## src/rtl/ale_pkg.sv

```systemverilog
// Shared definitions for the ALU and its round-robin front end.
// Opcode encodings and the sequencer state type live here.
package ale_pkg;

    localparam logic [3:0] OP_ADD = 4'd0;
    localparam logic [3:0] OP_SUB = 4'd1;
    localparam logic [3:0] OP_AND = 4'd2;
    localparam logic [3:0] OP_OR  = 4'd3;
    localparam logic [3:0] OP_XOR = 4'd4;
    localparam logic [3:0] OP_SLL = 4'd5;
    localparam logic [3:0] OP_SRL = 4'd6;
    localparam logic [3:0] OP_SRA = 4'd7;

    typedef enum logic [1:0] {
        IDLE,
        EXEC,
        RESP
    } state_e;

endpackage

```

## src/rtl/ale.sv

```systemverilog
// Combinational N-bit ALU; arithmetic wraps, shifts use the full N-bit b.
// Opcodes with bit 3 set produce zero.
module ale
    import ale_pkg::*;
#(
    parameter int unsigned N = 4
) (
    input  logic [N-1:0] a_i,
    input  logic [N-1:0] b_i,
    input  logic [3:0]   op_i,
    output logic [N-1:0] result_o
);

    always_comb begin
        result_o = '0;
        case (op_i)
            OP_ADD:  result_o = a_i + b_i;
            OP_SUB:  result_o = a_i - b_i;
            OP_AND:  result_o = a_i & b_i;
            OP_OR:   result_o = a_i | b_i;
            OP_XOR:  result_o = a_i ^ b_i;
            // Shift counts of N or more naturally yield zero / sign fill.
            OP_SLL:  result_o = a_i << b_i;
            OP_SRL:  result_o = a_i >> b_i;
            OP_SRA:  result_o = $signed(a_i) >>> b_i;
            default: result_o = '0;
        endcase
    end

endmodule

```

## src/rtl/ale_arbiter.sv

```systemverilog
// Round-robin arbiter sharing one ale between NREQ requesters; one op per
// grant, result held on a tagged response channel until accepted.
module ale_arbiter
    import ale_pkg::*;
#(
    parameter int unsigned N    = 4,
    parameter int unsigned NREQ = 4,
    parameter int unsigned IDW  = $clog2(NREQ)
) (
    input  logic              clk,
    input  logic              rst,
    input  logic [NREQ-1:0]   req_valid,
    output logic [NREQ-1:0]   req_ready,
    input  logic [NREQ*N-1:0] req_a,
    input  logic [NREQ*N-1:0] req_b,
    input  logic [NREQ*4-1:0] req_op,
    output logic              rsp_valid,
    input  logic              rsp_ready,
    output logic [IDW-1:0]    rsp_id,
    output logic [N-1:0]      rsp_result,
    output logic              rsp_illegal
);

    state_e         state_q, state_d;
    logic [IDW-1:0] rr_ptr_q, rr_ptr_d;
    logic [N-1:0]   a_q, a_d;
    logic [N-1:0]   b_q, b_d;
    logic [3:0]     op_q, op_d;
    logic [IDW-1:0] id_q, id_d;
    logic           rsp_valid_q, rsp_valid_d;
    logic [IDW-1:0] rsp_id_q, rsp_id_d;
    logic [N-1:0]   rsp_result_q, rsp_result_d;
    logic           rsp_illegal_q, rsp_illegal_d;

    logic           grant_found;
    logic [IDW-1:0] grant_idx;
    logic [IDW-1:0] grant_next;
    logic [N-1:0]   alu_result;

    // First valid requester at or after rr_ptr, wrapping modulo NREQ.
    always_comb begin
        int unsigned cand;
        logic [IDW-1:0] cand_idx;
        cand        = 0;
        cand_idx    = '0;
        grant_found = 1'b0;
        grant_idx   = '0;
        grant_next  = '0;
        for (int unsigned k = 0; k < NREQ; k++) begin
            cand     = (32'(rr_ptr_q) + k) % NREQ;
            cand_idx = IDW'(cand);
            if (!grant_found && req_valid[cand_idx]) begin
                grant_found = 1'b1;
                grant_idx   = cand_idx;
                grant_next  = IDW'((cand + 1) % NREQ);
            end
        end
    end

    always_comb begin
        req_ready = '0;
        if (state_q == IDLE && !rst && grant_found) begin
            req_ready[grant_idx] = 1'b1;
        end
    end

    always_comb begin
        state_d       = state_q;
        rr_ptr_d      = rr_ptr_q;
        a_d           = a_q;
        b_d           = b_q;
        op_d          = op_q;
        id_d          = id_q;
        rsp_valid_d   = rsp_valid_q;
        rsp_id_d      = rsp_id_q;
        rsp_result_d  = rsp_result_q;
        rsp_illegal_d = rsp_illegal_q;
        case (state_q)
            IDLE: begin
                if (grant_found) begin
                    a_d      = req_a[grant_idx*N +: N];
                    b_d      = req_b[grant_idx*N +: N];
                    op_d     = req_op[grant_idx*4 +: 4];
                    id_d     = grant_idx;
                    rr_ptr_d = grant_next;
                    state_d  = EXEC;
                end
            end
            EXEC: begin
                rsp_result_d  = alu_result;
                rsp_id_d      = id_q;
                rsp_illegal_d = op_q[3];
                rsp_valid_d   = 1'b1;
                state_d       = RESP;
            end
            RESP: begin
                if (rsp_ready) begin
                    rsp_valid_d = 1'b0;
                    state_d     = IDLE;
                end
            end
            default: state_d = IDLE;
        endcase
    end

    always_ff @(posedge clk) begin
        if (rst) begin
            state_q       <= IDLE;
            rr_ptr_q      <= '0;
            a_q           <= '0;
            b_q           <= '0;
            op_q          <= '0;
            id_q          <= '0;
            rsp_valid_q   <= 1'b0;
            rsp_id_q      <= '0;
            rsp_result_q  <= '0;
            rsp_illegal_q <= 1'b0;
        end else begin
            state_q       <= state_d;
            rr_ptr_q      <= rr_ptr_d;
            a_q           <= a_d;
            b_q           <= b_d;
            op_q          <= op_d;
            id_q          <= id_d;
            rsp_valid_q   <= rsp_valid_d;
            rsp_id_q      <= rsp_id_d;
            rsp_result_q  <= rsp_result_d;
            rsp_illegal_q <= rsp_illegal_d;
        end
    end

    ale #(
        .N (N)
    ) u_ale (
        .a_i      (a_q),
        .b_i      (b_q),
        .op_i     (op_q),
        .result_o (alu_result)
    );

    assign rsp_valid   = rsp_valid_q;
    assign rsp_id      = rsp_id_q;
    assign rsp_result  = rsp_result_q;
    assign rsp_illegal = rsp_illegal_q;

endmodule

```

## config.mk

```make
export PLATFORM = sky130hd
export DESIGN_NAME = ale_arbiter
export DESIGN_NICKNAME = d
export VERILOG_FILES = /design/src/rtl/ale_pkg.sv /design/src/rtl/ale.sv /design/src/rtl/ale_arbiter.sv
export SDC_FILE = /design/constraint.sdc
export NUM_CORES = 1
export LEC_CHECK = 0
export BUFFER_PORTS_ARGS = -buffer_cell sky130_fd_sc_hd__buf_2
export CORE_MARGIN = 2
export CORE_UTILIZATION = 39
export CTS_CLUSTER_DIAMETER = 120
export DETAILED_ROUTE_END_ITERATION = 10
export PLACE_DENSITY = 0.67
export SLEW_MARGIN = 5
export SYNTH_ARGS = -nofsm -noshare
export SYNTH_HDL_FRONTEND = slang
export SYNTH_SLANG_ARGS = --single-unit
export TNS_END_PERCENT = 1
```

## constraint.sdc

```tcl
create_clock -name clk -period 2.3 [get_ports clk]
set_input_delay 0.23 -clock clk [delete_from_list [all_inputs] [get_ports clk]]
set_output_delay 0.23 -clock clk [all_outputs]
set_load 0.02 [all_outputs]
```

[Word level (Yosys, flattened, before mapping)]
Index checks and enable logic that the tools add are counted.
Storage, ports and cells
  output and inout bits: 12
  bits of input ports: 55
  register bits after elaboration: 26
  word-level logic and storage cells: 89
Operators by class
  bitwise logic cells: 3
  eq/ne operators: 11
  shift operators: 6
  multiplexer cells: 29
  $lt $le $gt $ge: 6
  reductions and logical operators: 16
  $add $sub $neg: 8
Operators with widths (count)
  variable part select 16 x 5 -> 4 bit: 3
  case mux 4 bit (8 select lines): 1
  two-way mux 2 bit: 10
  equality test 4 x 3 -> 1 bit, second input constant: 4
  < comparator 2 x 3 -> 1 bit, second input constant: 5
  two-way mux 1 bit: 10
  adder 2 x 1 -> 2 bit, second input constant: 4
  binary-select mux 1 bit (select 2 bit): 4
  equality test 4 x 2 -> 1 bit, second input constant: 2
  logical AND 1 bit: 6
  case mux 2 bit (3 select lines): 1
  AND reduction 2 bit: 3
  adder 2 bit, second input constant: 2
  adder 4 bit: 1
  AND 4 bit: 1
  equality test 4 x 1 -> 1 bit, second input constant: 1
  logical NOT 1 bit: 4
  logical NOT 4 bit: 1
  two-way mux 4 bit: 1
  != test 2 bit, second input constant: 2
  OR 4 bit: 1
  left shift 4 x 4 -> 4 bit: 1
  right shift 4 x 4 -> 4 bit: 1
  >>> shifter 4 x 4 -> 4 bit: 1
  other kinds (9): 9

[Logic depth before layout (Yosys ltp)]
Gate-level depths: netlist of the first run.
  word-level depth: 17
  gate-level depth with buffers: 11
  mapped depth without buffers: 10

[By module]
From an unflattened synthesis of the first run, not the netlist that was laid out.
Unflattened totals
  cell total of the unflattened synthesis: 327
  area, all modules: 2507.4 µm²
By module, submodules not included
  ale_arbiter: instances 1, seq. area each 520.5 µm², cells each 215, area an instance 1675.4 µm²
  ale: instances 1, seq. area each 0.0 µm², cells each 112, area an instance 832.0 µm²

[Least setup slack after synthesis of the first run]
Ideal clock, no wire load.
  kind: reg-to-reg
  start point: register b_q[1]
  end point: register rsp_result_q[2], in the netlist rsp_result[2]
  library setup time: 124 ps
  slack: 62 ps
  period minus slack after synthesis: 2238 ps
  required time: 2176 ps
  stages on the path, launching flop included: 11
  buffers on the path: 1
  data arrival time: 2114 ps
  path through: dfxtp_1 -> buf_2 -> inv_1 -> ha_1 -> mux2_2 -> fa_1 -> xnor2_1 -> nand2b_1 -> a21oi_1 -> nor4b_1 -> o21ai_0
On the way
  cells in the longest elaborated chain, start to end: 2
  elaborated cells between the ends (all ways): 6
  classes of those cells: add/sub: 2; shift: 3; mux: 1
RTL lines
  from (decl): line ale_arbiter.sv:27  | logic [N-1:0] b_q, b_d;
  from (signal assigned): line ale_arbiter.sv:111  | b_q <= '0;
  from (signal assigned): line ale_arbiter.sv:122  | b_q <= b_d;
  subtractor 4 bit, or another cell as far along: line ale.sv:18  | OP_SUB: result_o = a_i - b_i;
  case mux 4 bit (8 select lines) *: line ale.sv:16  | case (op_i)
  to (signal assigned): line ale_arbiter.sv:127  | rsp_result_q <= rsp_result_d;
  to (decl): line ale_arbiter.sv:32  | logic [N-1:0] rsp_result_q, rsp_result_d;
Every way passes the cells marked *; elsewhere a longest branch is shown, timed or not.
A chain may end at the register's enable or synchronous reset.

[Final worst setup path of the first run]
  start point: register op_q[1]
  end point: register rsp_result_q[1], in the netlist rsp_result[1]
On the way
  cells in the longest elaborated chain, start to end: 2
  elaborated cells between the ends (all ways): 9
  classes of those cells: eq/ne: 7; mux: 1; reduce/logical: 1
RTL lines
  from (decl): line ale_arbiter.sv:28  | logic [3:0] op_q, op_d;
  from (signal assigned): line ale_arbiter.sv:123  | op_q <= op_d;
  equality test 4 x 3 -> 1 bit, or another cell as far along: line ale.sv:16
  case mux 4 bit (8 select lines) *: line ale.sv:16
Marks and branches as above.

==> impl_metrics.json, run 1 <==
{
  "outcome": "completed",
  "syn-instance-count": 286,
  "grt_overflow": 0,
  "clk_pin_slew_ps": 100,
  "post_cts_resized": 0,
  "synth_warnings": 0,
  "drive_above_1_share_pct": 32.6,
  "fillers": 574,
  "synthTopCellsByArea": "dfxtp_1 (22%), a221oi_1 (7.2%), ha_1 (7.0%)",
  "max_slew.worst_pin.slew_ps": 500,
  "routedWlPerCell_um": 16.2,
  "peakVddDrop_v": 0.000393,
  "setup.worst_path.class": "reg -> reg",
  "holdCritPathClass": "in -> reg",
  "ctsHoldBuffers": 0,
  "clock_latency_ps": 280,
  "grt.total_usage_pct": 21.5,
  "wl_met2_um": 3410,
  "wl_met1_um": 2950,
  "r2r_setup_slack_ps": 150,
  "fin_ws_ps": 148,
  "wl_met3_um": 424,
  "drt_iter0_markers": 118,
  "finalCritPeriodShare_pct": 93.6,
  "crit_family": "adder cells",
  "final-setup-viol-count": 0,
  "cap_violations": 0,
  "die_x_um": 81.1,
  "mostFrequentLayoutCell": "buf_2",
  "required_ps": 2470,
  "cts_tree": "done",
  "fin_cells": 428,
  "cp_max_fo": 2,
  "arrival_ps": 2320,
  "cp_common_cell": "a211oi_1",
  "highest_layer": "met4",
  "power_density_mw_per_mm2": 724,
  "synth_edf_count": 0,
  "wirelength_um": 6930,
  "min_period_ps": 2150,
  "cp-start-kind": "flip-flop",
  "critPathCaptureType": "flip-flop",
  "timing.hold.ws_ps": 187,
  "grt_pass1_wl_um": 11000,
  "rows": 28,
  "synth_nets": 355,
  "fp.dieH_um": 81.1,
  "reg2reg_from": "op_q[1]$_SDFFE_PP0P_",
  "worstSetupStartpoint": "op_q[1]$_SDFFE_PP0P_",
  "final_cell_mix": "buf_2 (66), dfxtp_1 (26), a21oi_1 (23), nand2_1 (22), nor2_1 (21)",
  "antenna_cells": 0,
  "slowest_stage": "fa_2",
  "dieArea_mm2": 0.00658,
  "dpl_worst_slack_ps": 29.1,
  "antenna_found_initial": 0,
  "area_growth_pct": 22.3,
  "synth_top_cell_by_area": "dfxtp_1",
  "synth_top_area_share_pct": 22.4,
  "finClkSkew_ps": 0.948,
  "slew_headroom_pct": 66.6,
  "syn-cell-area_mm2": 0.00232,
  "grt_max_degree": 25,
  "viasPerCell": 5.81,
  "clockBufferDepth": 2,
  "final_antenna_net_count": 0,
  "min_from": "rst",
  "finalWeightedCongestion": 0.951,
  "ys_types": 62,
  "p_leak_nw": 1.18,
  "coreArea_mm2": 0.00585,
  "post_cts.repair.setup_buffers": 0,
  "dp_hpwl_um": 5490,
  "vias": 2486,
  "fmax_ghz": 0.465,
  "critical_path.cell_chain": "nand2b_1 -> nor3_2 -> mux2_4 -> fa_2 -> o21ai_0 -> a211oi_1 -> a211oi_1",
  "initial_core_util_pct": 39.7,
  "postSynth.asyncResetShare_pct": 0,
  "worst-path-buf-inv": 0,
  "io_pins": 67,
  "final_nets": 423,
  "first_pass_iters": 4,
  "synth-main-ff-cell": "dfxtp_1",
  "final_max_slew_viol_count": 0,
  "htree_levels": 1,
  "root_buffer": "clkbuf_8",
  "numCtsBuffers": 3,
  "synth_seq_cells": 26,
  "route.detailed.drc": 0,
  "clock-sinks": 26,
  "critPathMaxStageDelay_ps": 530,
  "seq_area_frac_synth_pct": 22.4,
  "numPortBuffers": 66,
  "syn_area_per_cell_um2": 8.12,
  "hold_viol": 0,
  "grt_pass1_vias": 2248,
  "numPlacedInstances": 424
}
==> registers in the layout, indices dropped and copies added (netlist names) <==
name and cells:
op_q 4, rr_ptr_q 2, b_q 4, rsp_id 2, rsp_valid 1, state_q 2, a_q 4, id_q 2
rsp_result 4, rsp_illegal 1
==> worst reg2reg max path: cells and delay by family, from the launching register on <==
family | cells | cell delay (ps)
AO/OA/AOI/OAI | 3 | 430
multiplexers | 1 | 350
flip-flops | 1 | 320
AND/OR/NAND/NOR | 2 | 420
adder cells (fa/ha/maj) | 1 | 530
==> cell type report <==
cell class              count  area [um2]  area share (%)
clock buffers               3        41.3            1.46
clock inverters             1        30.0            1.06
inverters                  14        52.6            1.85
multi-input cells         223        1620            57.1
flip-flops and latches     26         520            18.3
well taps                  75        93.8            3.31
repair buffers             86         480            16.9
==> metrics by stage <==
| step | utilization (%) | setup TNS, ps | power [mW] | instance area (um2) |
|---|---|---|---|---|
| CTS | 48.2 | 0 | 2.03 | 2820 |
| floorplan | - | 0 | 1.34 | 2320 |
| detailed placement | 47.0 | 0 | 1.65 | 2750 |
| finish | 48.5 | 0 | 2.05 | 2840 |
| global route | 48.5 | -4.86 | 2.19 | 2840 |
| global placement | 47.0 | 0 | 1.63 | 2750 |
==> cell usage after synthesis (all sizes together) (2+ instances only) <==
master,count
dfxtp,26
a21oi,24
nand2,23
nor2,21
a221oi,20
buf,15
inv,14
a22oi,13
ha,13
o21ai,12
nand2b,10
a211oi,9
clkbuf,8
mux2i,5
nand3,5
nand3b,5
nor2b,5
xnor2,5
and2,4
nor3,4
or3,4
o211ai,3
a21boi,2
and2b,2
nor4,2
o2111ai,2
o211a,2
o221a,2
o221ai,2
or3b,2
or4,2
==> worst paths after layout <==
kind / to / depth (start not counted)
max: rsp_result[1]$_SDFFE_PP0P_ / 7
max reg2reg: rsp_result[1]$_SDFFE_PP0P_ / 7
min: rsp_result[1]$_SDFFE_PP0P_ / 2
min reg2reg: rsp_id[0]$_SDFFE_PP0P_ / 2
==> cells by family after synthesis <==
group	after synthesis	share of synthesized area [%]
compound gates	104	34.9
xor+xnor	5	1.89
fa+ha+maj	14	7.87
buf+inv	37	8.46
flops	26	22.4
mux	6	2.64
simple gates	94	21.8
==> power breakdown <==
group / leakage, nW / switching (mW) / internal (mW)
clock network: 0.0357 / 0.158 / 0.233
logic: 0.926 / 0.608 / 0.471
registers: 0.214 / 0.0653 / 0.520
==> per-layer routing <==
layer,track usage [%],vias up
met5,0,-
met4,6.61,0
met3,4.11,10
met2,36.0,84
met1,27.9,1176
li1,-,1216
No activity file was read; power rests on OpenSTA's default activity.
==> run 2: changes to the inputs <==
--- a/config.mk
+++ b/config.mk
@@ -14,5 +14,6 @@
 export SLEW_MARGIN = 5
 export SYNTH_ARGS = -nofsm -noshare
 export SYNTH_HDL_FRONTEND = slang
+export SYNTH_HIERARCHICAL = 1
 export SYNTH_SLANG_ARGS = --single-unit
 export TNS_END_PERCENT = 1
==> run 2 against run 1 <==
Maximum frequency is 2.4% lower. Worst hold slack improved by 45 ps. Global-route usage decreased by 1.6 points. Clock skew is 6.7 ps higher.
==> impl_metrics.json, run 2 <==
{
  "final-setup-viol-count": 0,
  "min_period_ps": 2210,
  "rows": 29,
  "synthTopCellsByArea": "dfxtp_1 (21%), ha_1 (6.5%), a21oi_1 (5.4%)",
  "peakVddDrop_v": 0.000316,
  "numCtsBuffers": 3,
  "wl_met2_um": 3150,
  "yosys.area_share.xor_xnor_pct": 2.35,
  "fin_tns_setup_ps": 0,
  "seq_area_frac_synth_pct": 20.8,
  "synth_warnings": 6,
  "cp-start-kind": "flip-flop",
  "reg2reg_from": "op_q[1]$_SDFFE_PP0P_",
  "critPathCaptureType": "flip-flop",
  "stdcell_area_mm2": 0.00302,
  "antenna_cells": 0,
  "fmax_ghz": 0.453,
  "dp_hpwl_um": 5220,
  "p_leak_nw": 1.23,
  "postSynth.asyncResetShare_pct": 0,
  "cts_tree": "done",
  "fin_ws_ps": 94.4,
  "root_buffer": "clkbuf_8",
  "clock_latency_ps": 270,
  "final_max_slew_viol_count": 0,
  "synth-main-ff-cell": "dfxtp_1",
  "placed_area_mm2": 0.00292,
  "holdCritPathClass": "in -> reg",
  "fillers": 610,
  "dieArea_mm2": 0.00709,
  "total_power_mw": 2.07,
  "grt_pass1_vias": 2554,
  "power_density_mw_per_mm2": 685,
  "synth_edf_count": 0,
  "syn-cell-area_mm2": 0.00251,
  "synth_nets": 396,
  "synth_compound_area_share_pct": 32.6,
  "wirelength_um": 6900,
  "timing.hold.ws_ps": 232,
  "routedWlPerCell_um": 14.9,
  "highest_layer": "met4",
  "route.detailed.drc": 0,
  "die_x_um": 84.2,
  "viasPerCell": 5.78,
  "clockPowerShare_pct": 16.2,
  "clock-sinks": 26,
  "switching_power_mw": 0.854,
  "final_cell_mix": "buf_2 (66), nor2_1 (31), nand2_1 (30), a21oi_1 (27), dfxtp_1 (23)",
  "final_nets": 457,
  "ys_types": 56,
  "synth_seq_cells": 26,
  "outcome": "completed",
  "synth_top_area_share_pct": 20.8,
  "clockBufferDepth": 2,
  "min_to": "state_q[1]$_SDFFE_PP0P_",
  "internal_power_mw": 1.21,
  "required_ps": 2450,
  "htree_levels": 1,
  "synth_top_cell_by_area": "dfxtp_1",
  "slew_headroom_pct": 65.3,
  "synth_top_family_by_area": "compound AO/OA/AOI/OAI gates",
  "seq_power_share_pct": 28.5,
  "cp_max_fo": 2,
  "cap_violations": 0,
  "grt_pass1_wl_um": 11800,
  "fin_cells": 464,
  "syn-instance-count": 327,
  "io_pins": 67,
  "numPortBuffers": 66,
  "arrival_ps": 2350,
  "mostFrequentLayoutCell": "buf_2",
  "antenna_found_initial": 0,
  "rsz0062_at_grt": "false",
  "final_antenna_net_count": 0,
  "muxShareOfSynthArea_pct": 1.65,
  "fp.dieH_um": 84.2,
  "synthSimpleGateAreaFrac_pct": 26.3,
  "r2r_cells": 10,
  "finalWeightedCongestion": 0.968,
  "synth-adder-area-share_pct": 7.29,
  "synth_most_common_cell": "nor2_1",
  "switching_share_pct": 41.3,
  "wl_met3_um": 483,
  "vias": 2684,
  "drive_above_1_share_pct": 30.5,
  "coreArea_mm2": 0.00628,
  "hold_viol": 0,
  "synth_commonest_cells": "nor2_1 (31), nand2_1 (30), a21oi_1 (27), dfxtp_1 (26), o21ai_0 (21)",
  "grt.total_usage_pct": 19.8,
  "clk_pin_slew_ps": 90,
  "finalCritPeriodShare_pct": 95.9,
  "reg2reg_to": "rsp_result[2]$_SDFFE_PP0P_",
  "setup.worst_path.class": "reg -> reg",
  "initial_core_util_pct": 39.9,
  "holdPathStages": 3,
  "numPlacedInstances": 460,
  "finClkSkew_ps": 7.65,
  "dpl_worst_slack_ps": 17.8,
  "r2r_setup_slack_ps": 90,
  "min_from": "rsp_ready",
  "first_pass_iters": 5,
  "grt_max_degree": 28,
  "syn_area_per_cell_um2": 7.67,
  "final_core_util_pct": 48.1,
  "grt_overflow": 0,
  "combPwrFrac_pct": 55.4,
  "wl_met1_um": 3130,
  "max_slew.worst_pin.slew_ps": 520,
  "area_growth_pct": 20.3,
  "drt_iter0_markers": 262
}
run 2: cell families after synthesis:
| kind of cell | count (synthesis) |
|---|---|
| compound gates | 117 |
| xor+xnor | 5 |
| fa+ha+maj | 14 |
| buf+inv | 43 |
| flops | 26 |
| mux | 4 |
| simple gates | 118 |
run 2: worst max-delay path, stage by stage (launching register included):
cell and delay, ps:
dfxtp_2 320, nand2b_4 140, nor3_4 150, mux2_4 340
fa_2 360, xor2_1 150, o21ai_0 90, a221oi_1 300
o21ai_1 100, nand2_1 80, a21oi_1 60
run 2: final cells by class:
| type | count | area [um2] | area share (%) |
|---|---|---|---|
| multi-input cells | 258 | 1800 | 59.6 |
| flip-flops and latches | 26 | 527 | 17.5 |
| repair buffers | 86 | 480 | 15.9 |
| well taps | 77 | 96.3 | 3.19 |
| clock buffers | 4 | 66.3 | 2.20 |
| inverters | 13 | 48.8 | 1.62 |
run 2: repair_timing:
action / 4_1_cts / 5_1_grt
buffers inserted: 0 / 0
resized for setup: 0 / 8
endpoints found under the setup margin: 0 / 3
hold buffers: 0 / 0
run 2: routing by layer:
metal / vias up / global-route usage, %
met1: 1228 / 27.1
li1: 1326 / -
met2: 119 / 32.9
met5: - / 0
met4: 0 / 5.87
met3: 11 / 2.46
run 2: worst max-delay path by stage:
| stage | cells after the start | end | startpoint |
|---|---|---|---|
| floorplan | 11 | rsp_result[2]$_SDFFE_PP0P_ | b_q[0]$_SDFFE_PP0P_ |
| global placement | 10 | rsp_result[2]$_SDFFE_PP0P_ | op_q[1]$_SDFFE_PP0P_ |
| detailed placement | 10 | rsp_result[2]$_SDFFE_PP0P_ | op_q[1]$_SDFFE_PP0P_ |
| CTS | 10 | rsp_result[2]$_SDFFE_PP0P_ | op_q[1]$_SDFFE_PP0P_ |
| global route | 9 | rsp_result[1]$_SDFFE_PP0P_ | op_q[1]$_SDFFE_PP0P_ |
| finish | 10 | rsp_result[2]$_SDFFE_PP0P_ | op_q[1]$_SDFFE_PP0P_ |
run 2: power groups by stage:
stage                     clock network [mW]  registers [mW]  logic, mW
final                                  0.334           0.588       1.14
after detailed placement                   0           0.594       1.09
after global routing                   0.359           0.597       1.27
after floorplan                            0           0.611      0.801
after CTS                              0.343           0.584       1.10
after global placement                     0           0.591       1.08
